**src/rtl/ps2_keycode_queue.sv**
```systemverilog
// PS/2 scancode to ASCII translator feeding a show-ahead character FIFO.
// Tracks break/extended prefixes and a shared shift flag; only printable make codes are queued.
module ps2_keycode_queue #(
   parameter int DEPTH  = 8,
   parameter int ADDR_W = 3
) (
   input  logic              clock,
   input  logic              reset,
   input  logic              ps2_key_pressed,
   input  logic [7:0]        ps2_key_data,
   input  logic              rd_en,
   output logic [7:0]        ascii_out,
   output logic              valid,
   output logic [ADDR_W:0]   count,
   output logic              overflow,
   output logic              shift_active
);

   typedef enum logic [1:0] {
      S_IDLE      = 2'd0,
      S_BREAK     = 2'd1,
      S_EXT       = 2'd2,
      S_EXT_BREAK = 2'd3
   } state_t;

   localparam logic [ADDR_W:0] C_FULL = (ADDR_W+1)'(DEPTH);

   state_t              r_state;
   logic                r_shift;
   logic                r_pend_vld;
   logic [7:0]          r_pend_char;
   logic [7:0]          r_mem [DEPTH];
   logic [ADDR_W-1:0]   r_rd_ptr;
   logic [ADDR_W-1:0]   r_wr_ptr;
   logic [ADDR_W:0]     r_count;
   logic                r_overflow;

   logic                w_rd;
   logic                w_wr;
   logic                w_full;
   logic                w_is_shift;
   logic [8:0]          w_xlate;

   // Bit 8 flags a printable hit; letters come out lowercase and are folded to uppercase by shift.
   function automatic logic [8:0] f_xlate(input logic [7:0] code, input logic shift);
      logic [7:0] ch;
      logic       hit;
      logic       letter;
      ch     = 8'h00;
      hit    = 1'b1;
      letter = 1'b1;
      case (code)
         8'h1C: ch = 8'h61;
         8'h32: ch = 8'h62;
         8'h21: ch = 8'h63;
         8'h23: ch = 8'h64;
         8'h24: ch = 8'h65;
         8'h2B: ch = 8'h66;
         8'h34: ch = 8'h67;
         8'h33: ch = 8'h68;
         8'h43: ch = 8'h69;
         8'h3B: ch = 8'h6A;
         8'h42: ch = 8'h6B;
         8'h4B: ch = 8'h6C;
         8'h3A: ch = 8'h6D;
         8'h31: ch = 8'h6E;
         8'h44: ch = 8'h6F;
         8'h4D: ch = 8'h70;
         8'h15: ch = 8'h71;
         8'h2D: ch = 8'h72;
         8'h1B: ch = 8'h73;
         8'h2C: ch = 8'h74;
         8'h3C: ch = 8'h75;
         8'h2A: ch = 8'h76;
         8'h1D: ch = 8'h77;
         8'h22: ch = 8'h78;
         8'h35: ch = 8'h79;
         8'h1A: ch = 8'h7A;
         default: letter = 1'b0;
      endcase
      if (!letter) begin
         case (code)
            8'h45: ch = 8'h30;
            8'h16: ch = 8'h31;
            8'h1E: ch = 8'h32;
            8'h26: ch = 8'h33;
            8'h25: ch = 8'h34;
            8'h2E: ch = 8'h35;
            8'h36: ch = 8'h36;
            8'h3D: ch = 8'h37;
            8'h3E: ch = 8'h38;
            8'h46: ch = 8'h39;
            8'h29: ch = 8'h20;
            8'h5A: ch = 8'h0D;
            8'h66: ch = 8'h08;
            default: hit = 1'b0;
         endcase
      end else if (shift) begin
         ch = ch - 8'h20;
      end else begin
         ch = ch;
      end
      return {hit, ch};
   endfunction

   // Translation and FIFO handshake terms.
   always_comb begin
      w_xlate    = f_xlate(ps2_key_data, r_shift);
      w_is_shift = (ps2_key_data == 8'h12) || (ps2_key_data == 8'h59);
      w_full     = (r_count == C_FULL);
      w_rd       = rd_en && (r_count != {(ADDR_W+1){1'b0}});
      w_wr       = r_pend_vld && (!w_full || w_rd);
   end

   // Prefix FSM, shift flag and the one-entry pending character.
   always_ff @(posedge clock or posedge reset) begin
      if (reset) begin
         r_state     <= S_IDLE;
         r_shift     <= 1'b0;
         r_pend_vld  <= 1'b0;
         r_pend_char <= 8'h00;
      end else begin
         r_pend_vld <= 1'b0;
         if (ps2_key_pressed) begin
            case (r_state)
               S_IDLE: begin
                  if (ps2_key_data == 8'hF0) begin
                     r_state <= S_BREAK;
                  end else if (ps2_key_data == 8'hE0) begin
                     r_state <= S_EXT;
                  end else if (w_is_shift) begin
                     r_shift <= 1'b1;
                  end else if (w_xlate[8]) begin
                     r_pend_vld  <= 1'b1;
                     r_pend_char <= w_xlate[7:0];
                  end else begin
                     r_state <= S_IDLE;
                  end
               end
               S_BREAK: begin
                  if (w_is_shift) begin
                     r_shift <= 1'b0;
                  end else begin
                     r_shift <= r_shift;
                  end
                  r_state <= S_IDLE;
               end
               S_EXT: begin
                  if (ps2_key_data == 8'hF0) begin
                     r_state <= S_EXT_BREAK;
                  end else begin
                     r_state <= S_IDLE;
                  end
               end
               S_EXT_BREAK: r_state <= S_IDLE;
               default:     r_state <= S_IDLE;
            endcase
         end else begin
            r_state <= r_state;
         end
      end
   end

   // Pointers, occupancy and the sticky drop flag; a simultaneous pop frees the slot a full write needs.
   always_ff @(posedge clock or posedge reset) begin
      if (reset) begin
         r_rd_ptr   <= {ADDR_W{1'b0}};
         r_wr_ptr   <= {ADDR_W{1'b0}};
         r_count    <= {(ADDR_W+1){1'b0}};
         r_overflow <= 1'b0;
      end else begin
         if (w_wr) begin
            r_wr_ptr <= r_wr_ptr + {{(ADDR_W-1){1'b0}}, 1'b1};
         end else begin
            r_wr_ptr <= r_wr_ptr;
         end
         if (w_rd) begin
            r_rd_ptr <= r_rd_ptr + {{(ADDR_W-1){1'b0}}, 1'b1};
         end else begin
            r_rd_ptr <= r_rd_ptr;
         end
         case ({w_wr, w_rd})
            2'b10:   r_count <= r_count + {{ADDR_W{1'b0}}, 1'b1};
            2'b01:   r_count <= r_count - {{ADDR_W{1'b0}}, 1'b1};
            default: r_count <= r_count;
         endcase
         if (r_pend_vld && !w_wr) begin
            r_overflow <= 1'b1;
         end else begin
            r_overflow <= r_overflow;
         end
      end
   end

   // Character storage; contents are don't-care until written since the output is gated by count.
   always_ff @(posedge clock) begin
      if (w_wr) begin
         r_mem[r_wr_ptr] <= r_pend_char;
      end else begin
         r_mem[r_wr_ptr] <= r_mem[r_wr_ptr];
      end
   end

   // Show-ahead head of queue.
   always_comb begin
      if (r_count != {(ADDR_W+1){1'b0}}) begin
         ascii_out = r_mem[r_rd_ptr];
      end else begin
         ascii_out = 8'h00;
      end
      valid        = (r_count != {(ADDR_W+1){1'b0}});
      count        = r_count;
      overflow     = r_overflow;
      shift_active = r_shift;
   end

endmodule

```
**config.mk**
```make
export PLATFORM = sky130hd
export DESIGN_NAME = ps2_keycode_queue
export DESIGN_NICKNAME = d
export VERILOG_FILES = /design/src/rtl/ps2_keycode_queue.sv
export SDC_FILE = /design/constraint.sdc
export NUM_CORES = 1
export LEC_CHECK = 0
export CORE_ASPECT_RATIO = 0.7
export CORE_MARGIN = 1
export CORE_UTILIZATION = 45
export CTS_BUF_LIST = sky130_fd_sc_hd__clkbuf_4 sky130_fd_sc_hd__clkbuf_8 sky130_fd_sc_hd__clkbuf_16
export DETAILED_ROUTE_END_ITERATION = 8
export SLEW_MARGIN = 20
export SYNTH_ARGS = -nofsm -noshare
export SYNTH_HDL_FRONTEND = slang
export SYNTH_SLANG_ARGS = --single-unit
```
**constraint.sdc**
```tcl
create_clock -name clock -period 7.45 [get_ports clock]
set_input_delay 1.8625 -clock clock [delete_from_list [all_inputs] [get_ports clock]]
set_output_delay 1.8625 -clock clock [all_outputs]
set_load 0.01 [all_outputs]
```
======== Yosys cells after proc, flatten, opt, wreduce, memory -nomap -nowiden ========
Memory sizes are Yosys's and may differ from the RTL's.
Cells that the tools add are included.
operators by class
  add/subtract/negate cells ............... 5
  equality and inequality tests ........... 56
  multiplexer cells ....................... 30
  bitwise gates (word level) .............. 4
  reduce and logical (&&, ||, !) cells .... 18
operator list
  operator             count
  $eq 8x6->1 const B   23
  $pmux 7 s26          1
  $pmux 8 s13          1
  $eq 8x7->1 const B   10
  $eq 8x5->1 const B   8
  $mux 8               4
  $reduce_or 26->1     1
  $eq 8x8->1 const B   2
  $mux 1               16
  $reduce_or 13->1     1
  $reduce_and 6->1     2
  $mux 2               5
  $ne 2x2->1 const B   4
  $ne 4x4->1 const B   2
  $pmux 4 s2           1
  $sub 8x6->8 const B  1
  $add 3x1->3 const B  2
  $eq 2x2->1 const B   3
  $pmux 2 s3           1
  $add 4x1->4 const B  1
  $eq 2x1->1 const B   2
  $eq 4x4->1 const B   1
  $reduce_bool 2->1    2
  $reduce_bool 4->1    1
  12 further kinds     18
storage, ports and cells
  register bits ........................... 23
  memory bits (writable) .................. 64
  bits of input ports ..................... 12
  output and inout port bits .............. 15
  memories ................................ 1
memories
  memory  depth  bits a word  read ports  clocked after Yosys merged registers in  wr ports  line  source
  r_mem   8      8            1           0                                        1         32    logic [7:0] r_mem [DEPTH];

======== Depth between registers and ports, before layout ========
Gate-level depths: netlist (run 1).
  depth in word-level cells ............... 10
  gate-level depth with buffers ........... 11
  depth with buffers taken out ............ 11

======== Least setup slack after synthesis (run 1) ========
No wires, ideal clock.
  kind .................................... input -> register
  start point ............................. in ps2_key_data[4]
  end point ............................... reg r_pend_char[5]
  setup time .............................. 0.126 ns
  data arrival time ....................... 3.776 ns
  required time ........................... 7.324 ns
  path slack .............................. 3.548 ns
  cell stages on the path ................. 8
  path through ............................ or4b_1 o2bb2a_1 o221a_1 nand4_2 nor2_1 ha_1 o21a_1 o32a_1
on the way
  cells in the longest elaborated chain, start to end .. 5
  elaborated cells on any way between the ends .. 58
RTL lines
  what                                               line    source
  start: declaration                                 10      input logic [7:0] ps2_key_data,
  $eq 8x5->1, or another cell as far along           52      case (code)
  $pmux 7 s26, or another cell as far along          52
  $sub 8x6->8, or another cell as far along          99      ch = ch - 8'h20;
  $mux 8 / $mux 1 (equally long branches)            98, 81
  $mux 8 / $reduce_and 6->1 (equally long branches)  n/a
  end signal: assignment                             135     r_pend_char <= w_xlate[7:0];
  end: declaration                                   31      logic [7:0] r_pend_char;
Several ways; a longest one is shown, not always the timed one.
A chain may end at the register's enable or synchronous reset.

======== Worst setup path in the final report (run 1) ========
  start point ............................. in ps2_key_data[4]
  end point ............................... reg r_pend_char[1]
Same word-level chain as after synthesis.

==> results.py, run 1 <==
metrics = {
    "outcome": {
        "run_status": "finished clean",
    },
    "die": {
        "dieArea_sq_mm": 0.0105,
        "die_w_um": 122,
        "core_area_sq_mm": 0.00972,
        "row_count": 30,
        "start_util_pct": 46.6,
        "num_io_pins": 27,
        "dieHeight_um": 85.9,
    },
    "sta": {
        "final.setup_skew_ns": 0.00733,
        "timing.final.max_slew_violations": 0,
        "setup_viol": 0,
        "finalHoldViolCount": 0,
        "grt_setup_unrepaired": "false",
        "finalSetupTns_ns": 0,
        "final_period_minus_worst_setup_slack_ns": 4.82,
        "worst_slew_pin_slew_ns": 0.957,
        "fmax_ghz": 0.207,
        "layout_worst_path_cycle_share_pct": 64.7,
        "slew_headroom_pct": 36.1,
    },
    "power": {
        "power.share.sequential_pct": 42.9,
        "ir_drop_uv": 129,
        "clockPowerShare_pct": 27.4,
        "pleak_nw": 1.82,
        "power_per_cell_area_mw_per_mm2": 311,
        "switching_pwr_mw": 0.473,
        "swShare_pct": 29.6,
        "power.combinational.fraction_pct": 29.7,
        "intPower_mw": 1.13,
    },
    "setup_path": {
        "regToRegStartpoint": "count[0]",
        "r2r-end": "count[3]",
        "reg2reg_slack_ns": 4.73,
        "critical_path.slowest_cell": "sky130_fd_sc_hd__clkdlybuf4s50_1",
        "worst_path_largest_cell_delay_ns": 0.90,
        "setup.worst_path.class": "in2reg",
        "critical_path_peak_fanout": 29,
        "end_kind": "flop",
        "reg2reg_depth": 9,
        "critPathLaunchType": "input port",
        "cp.required_ns": 7.67,
        "worst_ep_arrival_time_ns": 5.04,
        "crit_path_start": "ps2_key_data[4]",
        "crit_path_cell_trace": "clkdlybuf4s50_1 > or4b_1 > o2bb2a_1 > o221a_1 > nand4_2 > o41a_1 > mux2_4",
    },
    "placement": {
        "gp_congestion": 0.981,
        "dp.final_hpwl_um": 6510,
        "io_buffers": 26,
    },
    "synth": {
        "post_synth_cell_types": 72,
        "syn-mean-instance-area_sq_um": 13.2,
        "synth_sequential_area_ratio_pct": 55.2,
        "number_of_enable_type_register_cells_in_the_synthesized_netlist": 64,
        "synthFlopType": "sky130_fd_sc_hd__edfxtp_1",
        "synthesis.nets": 364,
        "ys_seq_elements": 87,
        "syn-instance-count": 344,
        "synth_async_sr_flop_share_pct": 26.4,
        "synthesis.yosys.warnings": 0,
        "synthesis.area_sq_mm": 0.00453,
    },
    "min_path": {
        "worst_hold_startpoint": "overflow",
        "min_delay_path_depth": 1,
        "class_of_the_most_critical_hold_timing_path": "reg2reg",
        "timing.hold.worst_endpoint": "overflow",
    },
    "detailed_routing": {
        "route.final.wire_length_um": 9650,
        "remaining_drc_errors": 0,
        "first_pass_iters": 5,
        "drt_first_iter_violations": 378,
        "vias": 2955,
        "routedWlPerCell_um": 19.4,
        "detail_route.vias_per_cell": 5.95,
        "final_antenna_net_count": 0,
    },
    "clock_tree": {
        "clk-insertion-delay-late_ns": 0.34,
        "cell_at_the_root_of_the_clock_tree": "sky130_fd_sc_hd__clkbuf_16",
        "cts-htree-levels": 3,
        "clkSinkCount": 87,
        "cts_post_setup_buffers_inserted": 0,
        "cts_hold_buf": 0,
        "clockBufferDepth": 2,
        "count_of_cells_resized_by_post_cts_repair": 0,
        "clk_pin_slew_worst_paths_ns": 0.06,
        "cts_made_buffers": 9,
        "tritoncts": "yes",
    },
    "finish": {
        "filler_cell_count": 826,
        "finish.utilization_pct": 52.9,
        "drive_above_1_share_pct": 14.1,
        "areaGrowthSynthToFinish_pct": 13.5,
        "antenna-diode-count": 0,
        "design.final.nets": 384,
    },
    "global_routing": {
        "gr-usage-all-layers_pct": 20.2,
        "grt_overflow": 0,
        "grt_pass1_wl_um": 15500,
        "antenna_found_initial": 0,
        "pin_count_of_the_biggest_net_entering_global_routing": 30,
        "number_of_global_route_vias_before_repair": 2786,
    },
    "job": {
        "max_cap_violations": 0,
    },
}
[power groups by stage]
stage	registers, mW	clock network, mW	logic (mW)
4_1_cts	0.684	0.448	0.479
5_1_grt	0.697	0.468	0.526
2_1_floorplan	0.648	0	0.333
3_5_place_dp	0.693	0	0.477
6_report	0.687	0.438	0.475
3_3_place_gp	0.691	0	0.476
[flip-flops by register name, indices dropped and copies added (netlist names)]
name          flops
r_state           2
shift_active      1
r_mem            64
r_pend_vld        1
r_wr_ptr          3
overflow          1
r_pend_char       8
r_rd_ptr          3
count             4
[kinds of logic after synthesis]
logic type / after synthesis / synth area share [%]
fa+ha+maj: 8 / 2.38
simple gates: 126 / 16.8
buf+inv: 35 / 4.28
mux: 34 / 12.4
compound gates: 45 / 7.24
xor+xnor: 9 / 1.74
flops: 87 / 55.2
[through the flow]
step	hold WS [ns]	area [sq um]	power, mW	setup slack (ns)	cells
after floorplan	0.482	4530	0.981	3.55	344
after global placement	0.476	4840	1.17	2.33	481
after detailed placement	0.494	4840	1.17	2.31	481
after CTS	0.511	5130	1.61	2.66	497
after global routing	0.546	5140	1.69	2.41	497
final	0.512	5140	1.60	2.63	497
[Yosys cell counts, types with 2 or more instances]
master | number | area (sq um)
sky130_fd_sc_hd__a21o_1 | 3 | 22.5
sky130_fd_sc_hd__a21oi_1 | 6 | 30.0
sky130_fd_sc_hd__a22oi_1 | 2 | 15.0
sky130_fd_sc_hd__a41oi_1 | 2 | 17.5
sky130_fd_sc_hd__and3_1 | 2 | 12.5
sky130_fd_sc_hd__buf_1 | 3 | 11.3
sky130_fd_sc_hd__buf_2 | 5 | 25.0
sky130_fd_sc_hd__buf_4 | 5 | 37.5
sky130_fd_sc_hd__buf_6 | 5 | 56.3
sky130_fd_sc_hd__clkbuf_1 | 2 | 7.51
sky130_fd_sc_hd__dfrtp_1 | 23 | 576
sky130_fd_sc_hd__edfxtp_1 | 64 | 1920
sky130_fd_sc_hd__ha_1 | 7 | 87.6
sky130_fd_sc_hd__inv_1 | 14 | 52.6
sky130_fd_sc_hd__mux2_4 | 4 | 60.1
sky130_fd_sc_hd__mux2i_1 | 13 | 130
sky130_fd_sc_hd__mux4_2 | 16 | 360
sky130_fd_sc_hd__nand2_1 | 21 | 78.8
sky130_fd_sc_hd__nand2b_1 | 9 | 56.3
sky130_fd_sc_hd__nand3_1 | 19 | 95.1
sky130_fd_sc_hd__nand3b_1 | 4 | 30.0
sky130_fd_sc_hd__nand4_1 | 2 | 12.5
sky130_fd_sc_hd__nand4b_1 | 3 | 26.3
sky130_fd_sc_hd__nor2_1 | 24 | 90.1
sky130_fd_sc_hd__nor2b_1 | 5 | 31.3
sky130_fd_sc_hd__nor3_1 | 5 | 25.0
sky130_fd_sc_hd__nor3b_1 | 2 | 15.0
sky130_fd_sc_hd__nor4_1 | 4 | 25.0
sky130_fd_sc_hd__nor4b_1 | 3 | 26.3
sky130_fd_sc_hd__nor4b_2 | 3 | 45.0
sky130_fd_sc_hd__o21ai_0 | 6 | 30.0
sky130_fd_sc_hd__o21bai_1 | 3 | 22.5
sky130_fd_sc_hd__o22ai_1 | 5 | 31.3
sky130_fd_sc_hd__o32a_1 | 2 | 20.0
sky130_fd_sc_hd__or3_1 | 3 | 18.8
sky130_fd_sc_hd__or4b_1 | 2 | 20.0
sky130_fd_sc_hd__xnor2_1 | 5 | 43.8
sky130_fd_sc_hd__xor2_1 | 4 | 35.0
[area by class of cell]
type                            count  area (sq um)  share of cell area, %
Tap cell                          128           160                   3.12
Clock inverter                      5          51.3                  0.998
Timing Repair Buffer               29           283                   5.50
Multi-Input combinational cell    222          1850                   36.0
Sequential cell                    87          2500                   48.6
Inverter                           15          56.3                   1.10
Clock buffer                       11           240                   4.67
[worst max-delay path by stage]
| stage | endpoint | slack [ns] | depth (start not counted) |
|---|---|---|---|
| 2_1_floorplan | r_pend_char[5] | 3.55 | 8 |
| 3_3_place_gp | r_pend_char[1] | 2.33 | 7 |
| 3_5_place_dp | r_pend_char[1] | 2.31 | 7 |
| 4_1_cts | r_pend_char[1] | 2.66 | 7 |
| 5_1_grt | r_pend_char[1] | 2.41 | 7 |
| 6_report | r_pend_char[1] | 2.63 | 7 |
[cells in the final DEF, fill, tap and decap left out, types with 6 or more instances in the layout]
master / netlist / final
sky130_fd_sc_hd__dfrtp_1: 23 / 23
sky130_fd_sc_hd__ha_1: 7 / 7
sky130_fd_sc_hd__nand3_1: 19 / 19
sky130_fd_sc_hd__a21oi_1: 6 / 6
sky130_fd_sc_hd__mux2i_1: 13 / 13
sky130_fd_sc_hd__mux4_2: 16 / 16
sky130_fd_sc_hd__inv_1: 14 / 14
sky130_fd_sc_hd__o21ai_0: 6 / 6
sky130_fd_sc_hd__nand2b_1: 9 / 9
sky130_fd_sc_hd__nor2_1: 24 / 24
sky130_fd_sc_hd__edfxtp_1: 64 / 64
sky130_fd_sc_hd__nand2_1: 21 / 21
sky130_fd_sc_hd__clkdlybuf4s50_1: 0 / 26
sky130_fd_sc_hd__clkbuf_16: 0 / 9
[critical path, delay by kind of cell]
kind | cells | cell delay, ns
AO/OA/AOI/OAI | 3 | 1.02
buffers and inverters | 1 | 0.90
multiplexers | 1 | 0.35
AND/OR/NAND/NOR | 2 | 0.91
[per-layer routing]
layer | global-route usage [%] | up-vias | part of all wire, %
met3 | 5.98 | 9 | 7.8
li1 | - | 1364 | -
met1 | 30.9 | 1466 | 49
met4 | 5.39 | 0 | 1.0
met5 | 0 | - | 0
met2 | 27.5 | 116 | 42
Note: power is estimated with default switching activity, not from simulation.
==> run 2, diff against run 1 <==
==> constraint.sdc (replaced) <==
create_clock -name clock -period 4.54 [get_ports clock]
set_input_delay 1.135 -clock clock [delete_from_list [all_inputs] [get_ports clock]]
set_output_delay 1.135 -clock clock [all_outputs]
set_load 0.01 [all_outputs]
==> run 2 against run 1 <==
Effect of this change:
- first-iteration DRC count decreased by 5.0%
- non-clock buffer count increased by 14
- via count decreased by 1.3%
- die area unchanged
- critical path depth increased by 2
- clock skew decreased by 0.0014 ns
- cell area increased by 2.4%
- critical endpoint is now r_pend_char[3]
==> results.py, run 2 (synthesized netlist as in run 1, its figures left out) <==
metrics = {
    "outcome": {
        "run_status": "finished clean",
    },
    "sta": {
        "timing.final.max_slew_violations": 0,
        "worst_slew_pin_slew_ns": 1.01,
        "grt_setup_unrepaired": "false",
        "slew_headroom_pct": 32.6,
        "final.setup.worst_slack_ns": 0.804,
        "finalHoldViolCount": 0,
        "fmax_ghz": 0.268,
        "layout_worst_path_cycle_share_pct": 82.3,
        "final.setup_skew_ns": 0.00597,
        "finalSetupTns_ns": 0,
        "setup_viol": 0,
        "final_period_minus_worst_setup_slack_ns": 3.74,
    },
    "finish": {
        "final_area_sq_mm": 0.00526,
        "design.final.nets": 398,
        "regMostFlops": "r_mem",
        "areaGrowthSynthToFinish_pct": 16.2,
        "final_common_cell": "sky130_fd_sc_hd__edfxtp_1",
        "antenna-diode-count": 0,
        "filler_cell_count": 811,
        "finish.utilization_pct": 54.1,
        "most-common-layout-cells": "64 x sky130_fd_sc_hd__edfxtp_1, 26 x sky130_fd_sc_hd__clkdlybuf4s50_1, 24 x sky130_fd_sc_hd__nor2_1",
        "max_ffs_per_register": 64,
        "drive_above_1_share_pct": 17.2,
    },
    "detailed_routing": {
        "final_antenna_net_count": 0,
        "route.final.wire_length_um": 9610,
        "remaining_drc_errors": 0,
        "detail_route.vias_per_cell": 5.71,
        "drt_first_iter_violations": 359,
        "first_pass_iters": 5,
        "vias": 2918,
        "routedWlPerCell_um": 18.8,
    },
    "clock_tree": {
        "cts_made_buffers": 9,
        "clkSinkCount": 87,
        "tritoncts": "yes",
        "cts_post_setup_buffers_inserted": 0,
        "clk_pin_slew_worst_paths_ns": 0.06,
        "clockBufferDepth": 2,
        "count_of_cells_resized_by_post_cts_repair": 0,
        "clk-insertion-delay-late_ns": 0.34,
        "cts-htree-levels": 3,
        "cell_at_the_root_of_the_clock_tree": "sky130_fd_sc_hd__clkbuf_16",
        "cts_hold_buf": 0,
    },
    "setup_path": {
        "worst_path_largest_cell_delay_ns": 0.61,
        "crit_path_cell_trace": "clkdlybuf4s50_1 > buf_4 > nor2b_1 > a31oi_1 > nor4_1 > nor4_1 > buf_4 > o41a_1 > mux2_4",
        "reg2reg_slack_ns": 2.12,
        "critical_path.slowest_cell": "sky130_fd_sc_hd__clkdlybuf4s50_1",
        "regToRegStartpoint": "count[0]",
        "critPathLaunchType": "input port",
        "setup.worst_path.class": "in2reg",
        "worst_ep_arrival_time_ns": 3.96,
        "crit_path_start": "ps2_key_data[1]",
        "end_kind": "flop",
        "cp.required_ns": 4.76,
        "critical_path_peak_fanout": 14,
    },
    "die": {
        "num_io_pins": 27,
        "core_area_sq_mm": 0.00972,
        "dieHeight_um": 85.9,
        "start_util_pct": 46.6,
        "row_count": 30,
        "dieArea_sq_mm": 0.0105,
        "die_w_um": 122,
    },
    "min_path": {
        "class_of_the_most_critical_hold_timing_path": "reg2reg",
        "worst_hold_startpoint": "overflow",
    },
    "placement": {
        "dp.final_hpwl_um": 6640,
        "gp_congestion": 0.988,
        "io_buffers": 26,
        "place_ws_ns": 0.464,
        "standard_cell_area_after_detailed_placement_sq_mm": 0.00494,
    },
    "global_routing": {
        "gr-usage-all-layers_pct": 20.0,
        "number_of_global_route_vias_before_repair": 2771,
        "grt_pass1_wl_um": 15400,
        "antenna_found_initial": 0,
        "grt_overflow": 0,
        "pin_count_of_the_biggest_net_entering_global_routing": 24,
    },
    "power": {
        "p_total_mw": 2.70,
        "ir_drop_uv": 257,
        "power_per_cell_area_mw_per_mm2": 513,
        "pleak_nw": 1.89,
    },
    "job": {
        "max_cap_violations": 0,
    },
}
## run 2: layout make-up
cell class                 count  area, sq um  share of cell area, %
clock buffer                  10          233                   4.42
sequential                    87         2500                   47.4
inverter                      15         56.3                   1.07
timing repair buffer          43          388                   7.37
tap                          128          160                   3.04
multi-input combinational    222         1840                   34.9
clock inverter                 6         92.6                   1.76
## run 2: power by group
part           internal [mW]  switching, mW
logic                  0.455          0.331
clock network          0.492          0.304
registers              0.967          0.152
total                   1.91          0.787
## run 2: path summary, 6_finish.rpt
check / endpoint / depth (start not counted)
worst max-delay path: r_pend_char[3] / 9
worst min-delay path: overflow / 1
worst max register to register: count[3] / 10
worst min register to register: overflow / 1
max in group asynchronous: r_pend_char[5] / 2
min in group asynchronous: count[1] / 2
## run 2: per-layer routing
| metal | share of wire [%] | global-route usage, % |
|---|---|---|
| met2 | 41 | 25.7 |
| met1 | 50 | 31.5 |
| met4 | 1.7 | 7.41 |
| met3 | 7.0 | 5.52 |
| met5 | 0 | 0 |
## run 2: worst max-delay path: cells and delay by family
kind            cells  cell delay, ns
mux                 1            0.36
compound gates      2            0.41
simple gates        3            0.98
buf+inv             3            1.06
## run 2: stage by stage
step,instances,hold WS (ns)
floorplan,344,0.482
global placement,495,0.471
detailed placement,495,0.469
CTS,511,0.487
global route,511,0.497
finish,511,0.478
